--- src/rtl/mux41_rr_arbiter.sv ---
// Round-robin arbiter driving the mux41 select for four requesters.
// Each owner holds the channel for a multi-beat transfer. The transfer ends on an
// accepted last beat, or when the owner drops its request. On release the grant
// moves straight to the next requester, so there is no dead cycle.
// Optional macro GRANT_TIMEOUT_EN adds a hold counter that forces a release once
// an owner has held the grant for MAX_HOLD cycles.
module mux41_rr_arbiter #(
  parameter int unsigned MAX_HOLD = 16,
  parameter int unsigned HOLD_W   = $clog2(MAX_HOLD)
) (
  input  logic       clk,
  input  logic       rst,
  input  logic [3:0] req,
  input  logic [3:0] last,
  input  logic       out_ready,
  output logic [3:0] gnt,
  output logic [1:0] sel,
  output logic       out_valid,
  output logic       busy,
  output logic       timeout
);

  localparam logic st_idle  = 1'b0;
  localparam logic st_grant = 1'b1;

  logic       state;
  logic [1:0] ptr;
  logic       accept;
  logic       rel_norm;
  logic       rel;
  logic       tmo;
  logic [3:0] cand;
  logic [1:0] base;
  logic       win_found;
  logic [1:0] win_idx;

  // Handshake and normal release: last beat accepted, or the owner abandons.
  always_comb begin
    busy      = (state == st_grant);
    out_valid = busy & req[sel];
    accept    = out_valid & out_ready;
    rel_norm  = busy & ((accept & last[sel]) | ~req[sel]);
    rel       = rel_norm | tmo;
  end

  // Scan from the pointer. During a grant, the candidate set is the handoff set:
  // the scan starts after the owner, and the owner is excluded.
  always_comb begin
    logic [1:0] idx;
    idx       = 2'd0;
    base      = busy ? sel + 2'd1 : ptr;
    cand      = busy ? (req & ~(4'b0001 << sel)) : req;
    win_found = 1'b0;
    win_idx   = base;
    // Descending offsets, so the lowest offset from base is the last to overwrite.
    for (int i = 3; i >= 0; i--) begin
      idx = base + 2'(i);
      if (cand[idx]) begin
        win_found = 1'b1;
        win_idx   = idx;
      end
    end
  end

`ifdef GRANT_TIMEOUT_EN
  logic [HOLD_W-1:0] hold_cnt;

  // A forced release only fires when no normal release happens in the same cycle.
  assign tmo = busy & ~rel_norm & (hold_cnt == HOLD_W'(MAX_HOLD - 1));

  // Hold counter clears on every new grant and counts each held cycle.
  always_ff @(posedge clk) begin
    if (rst) begin
      hold_cnt <= '0;
    end else if (!busy || rel) begin
      hold_cnt <= '0;
    end else begin
      hold_cnt <= hold_cnt + 1'b1;
    end
  end
`else
  logic unused_cfg;
  assign unused_cfg = ^{HOLD_W[0], MAX_HOLD[0]};
  assign tmo        = 1'b0;
`endif

  assign timeout = tmo;

  // Grant state: idle pickup, back-to-back handoff on release, or drop to idle.
  always_ff @(posedge clk) begin
    if (rst) begin
      state <= st_idle;
      gnt   <= 4'b0000;
      sel   <= 2'b00;
      ptr   <= 2'b00;
    end else if (!busy) begin
      if (win_found) begin
        state <= st_grant;
        gnt   <= 4'b0001 << win_idx;
        sel   <= win_idx;
      end
    end else if (rel) begin
      ptr <= sel + 2'd1;
      if (win_found) begin
        gnt <= 4'b0001 << win_idx;
        sel <= win_idx;
      end else begin
        state <= st_idle;
        gnt   <= 4'b0000;
      end
    end
  end

endmodule

--- config.mk ---
export PLATFORM = sky130hd
export DESIGN_NAME = mux41_rr_arbiter
export DESIGN_NICKNAME = d
export VERILOG_FILES = /design/src/rtl/mux41_rr_arbiter.sv
export SDC_FILE = /design/constraint.sdc
export NUM_CORES = 1
export LEC_CHECK = 0
export CAP_MARGIN = 20
export CORE_UTILIZATION = 25
export DETAILED_ROUTE_END_ITERATION = 10
export RECOVER_POWER = 50
export SYNTH_ARGS = -nofsm -noshare
export SYNTH_HDL_FRONTEND = slang
export SYNTH_SLANG_ARGS = --single-unit
--- constraint.sdc ---
create_clock -name clk -period 2.3 [get_ports clk]
set_input_delay 0.345 -clock clk [delete_from_list [all_inputs] [get_ports clk]]
set_output_delay 0.345 -clock clk [all_outputs]
set_load 0.02 [all_outputs]
==> results.md, run 1 <==
* Outcome: complete, no violations
* PD cells at 739 mW/mm^2
* Placed cell areas at 883 um^2
* Total global routing track utilization at 0.119
* Tightest Hold Check Type: flop to flop
* Total power at 671 uW
* Synthesized area per cell at 9.31 um^2
* Syn nets at 85
* Startpoint Class: input pin
* Layout area overhead at 39.3%
* Crit path from: req[3]
* Gr ovfl total at 0
* Hold-fix buffers, CTS at 0
* Ant. Diodes at 0
* Max-slew violation count at 0
* WL/cell at 12.1 um
* # IOs at 20
* Synth area leaders: dfxtp_1 28%, ha_1 7.7%, mux4_2 6.9%, mux2i_1 6.1%, nand2b_1 4.8%
* # DRC at 0
* Min Clock Period, post-route at 2.11 ns
* Max cap viols at 0
* DR pass1 iterations at 4
* Reg2reg start: sel[0]
* Area leader, netlist: dfxtp_1
* Share of layout cells above drive strength 1 at 0.140
* Count leader, synth: dfxtp_1
* Final cycle utilization of the critical path at 0.916
* RePlAce Congestion at 0.735
* Ys flop type: dfxtp_1
* Syn Std Cell Area at 652 um^2
* RSZ-0062 raised after global routing: false
* Final setup viols at 0
* Worst-Margin Slew at 0.508 ns
* Post-DRT Antenna Nets at 0
* Fillers at 267
* Final Hold Viols at 0
* Cts bufs inserted at 3
* Die span in x at 53.1 um
* HPWL Detailed at 1220 um
* Initial antenna violation count at 0
* Synth unique cells at 30
* Fin area at 908 um^2
* Longest Clk Path Bufs at 2
* Total number of vias at 629
* First-pass GRT wire length at 2400 um
* Vias per cell at 5.11
* Fin nets at 109
* Synth top area share at 0.276
* Arr. time, crit path at 1.76 ns
* Crit Path Category: input pin to primary output
* Max transition margin at 0.661
* Clock Sinks at 9
* Post-CTS setup buffers at 0
* FF-to-FF End: gnt[0]
* Seq/Total Area, Yosys at 0.276
* R2R Setup Slk at 0.20 ns
* Synth Instances at 70
* FP Rows at 18
* Top cells by count, synth: 9 x dfxtp_1, 6 x nor2_1, 5 x nand2b_1
* Synthesized flop and latch total at 9
* CTS clk-pin slew, worst paths at 0.06 ns
* Number of global-route vias before repair at 576
* Largest net degree at the start of global routing at 17
* DIE AREA at 0.00282 mm^2
* Cells on worst reg2reg path at 6
* Crit Path Max Fanout at 4
* WP data required at 1.96 ns
* CTS tree: done
* H-tree depth at 1
* Fmax at 475 MHz
* YS warnings at 0
* VDD IR-drop max at 0.307 mV
* DRT iter0 DRCs at 27
* Routed wire length at 1490 um
* Starting Density at 0.263
* Setup Skew at 0.000986 ns
* Clock Latency Late Sink at 0.26 ns
* Async S/R FF share, synth at 0
* Clk root buf: clkbuf_4
* Number of I/O port buffers at 18
* Die Ht at 53.1 um
* Worst Setup EP: out_valid
* Capturing element type of the critical path: primary output
* Core Footprint at 0.00248 mm^2
* Number of flops mapped to enable cells by yosys at 0
* Cell leakage power at 0.000377 uW
## flip-flops by register name, indices dropped and copies added, names as in the netlist
register	cells
gnt	4
sel	2
ptr	2
busy	1
## timing repair
item / CTS / global route
resized for setup: 1 / 1
setup endpoints to repair: 1 / 4
pin swaps: 0 / 0
## where the power goes
group          leakage [uW]  switching, uW  total (uW)  internal, uW
sequential        0.0000742           24.0         210           186
clock             0.0000150           56.0         123          66.9
combinational      0.000288            173         338           165
## routing by layer
layer / wire, um / vias to the layer above / track usage
li1: - / 304 / -
met1: 639 / 299 / 0.136
met2: 757 / 22 / 0.209
met3: 71 / 4 / 0.0172
met4: 25 / 0 / 0.0658
met5: 0 / - / 0
## stage by stage
| stage | hold slack, ns | setup WS (ns) | TNS, ns | std cells | utilization |
|---|---|---|---|---|---|
| global route | 0.494 | 0.0209 | 0 | 123 | 0.367 |
| finish | 0.459 | 0.193 | 0 | 123 | 0.367 |
| CTS | 0.469 | 0.0704 | 0 | 123 | 0.367 |
| global placement | 0.451 | -0.0223 | -0.0223 | 119 | 0.357 |
| detailed placement | 0.454 | -0.0393 | -0.0393 | 119 | 0.357 |
| floorplan | 0.463 | 0.139 | 0 | 70 | - |
## final cells by class
type                            count  area [um^2]  area share
Sequential cell                     9          180       0.198
Clock buffer                        4         26.3      0.0289
Timing Repair Buffer               22          205       0.226
Multi-Input combinational cell     54          444       0.489
Inverter                            4         15.0      0.0165
Tap cell                           30         37.5      0.0413
## cells in the final DEF (no fill, tap or decap), types with 2 or more instances in the layout
cell type and instances:
nor3b_1 2, nand2_1 2, dlygate4sd3_1 6, clkdlybuf4s50_1 11, inv_1 4, nand2b_1 5
dfxtp_1 9, clkbuf_4 3, o2bb2ai_1 2, clkbuf_1 2, ha_1 4, a21boi_0 4
mux4_2 2, mux2i_1 3, and2_1 2, a32o_1 2, a21oi_1 3, a31oi_1 3
nor2_1 6, a21o_1 2, buf_4 3
## critical path, stage by stage
cell and delay, ns:
clkdlybuf4s50_1 0.45, mux4_2 0.49, and2_1 0.16, dlygate4sd2_1 0.31
## cell families after synthesis
family,share of synthesized area
AOI/OAI and AO/OA,0.298
adders and majority gates,0.0768
buffers and inverters,0.0480
DFF,0.276
muxes,0.131
other,0.00575
and+or+nand+nor,0.165
## worst min-delay path by stage
stage	from	to	slack [ns]	depth (start not counted)
6_report	gnt[3]	gnt[3]	0.46	1
5_1_grt	gnt[2]	gnt[2]	0.49	1
4_1_cts	gnt[0]	gnt[0]	0.47	1
3_5_place_dp	gnt[0]	gnt[0]	0.45	1
3_3_place_gp	gnt[2]	gnt[2]	0.45	1
2_1_floorplan	ptr[1]	ptr[1]	0.46	2
Note: power is estimated with default switching activity, not from simulation.
==> run 2, diff against run 1 <==
--- a/config.mk
+++ b/config.mk
@@ -8,6 +8,7 @@
 export CAP_MARGIN = 20
 export CORE_UTILIZATION = 25
 export DETAILED_ROUTE_END_ITERATION = 10
+export GPL_TIMING_DRIVEN = 1
 export RECOVER_POWER = 50
 export SYNTH_ARGS = -nofsm -noshare
 export SYNTH_HDL_FRONTEND = slang
==> results of run 2 <==
The final DEF is identical to that of run 1; final timing and power are the same.
==> run 3, diff against run 2 <==
--- a/config.mk
+++ b/config.mk
@@ -7,6 +7,7 @@
 export LEC_CHECK = 0
 export CAP_MARGIN = 20
 export CORE_UTILIZATION = 25
+export CTS_CLUSTER_SIZE = 24
 export DETAILED_ROUTE_END_ITERATION = 10
 export GPL_TIMING_DRIVEN = 1
 export RECOVER_POWER = 50
==> results of run 3 <==
The final DEF is identical to that of run 1; final timing and power are the same.
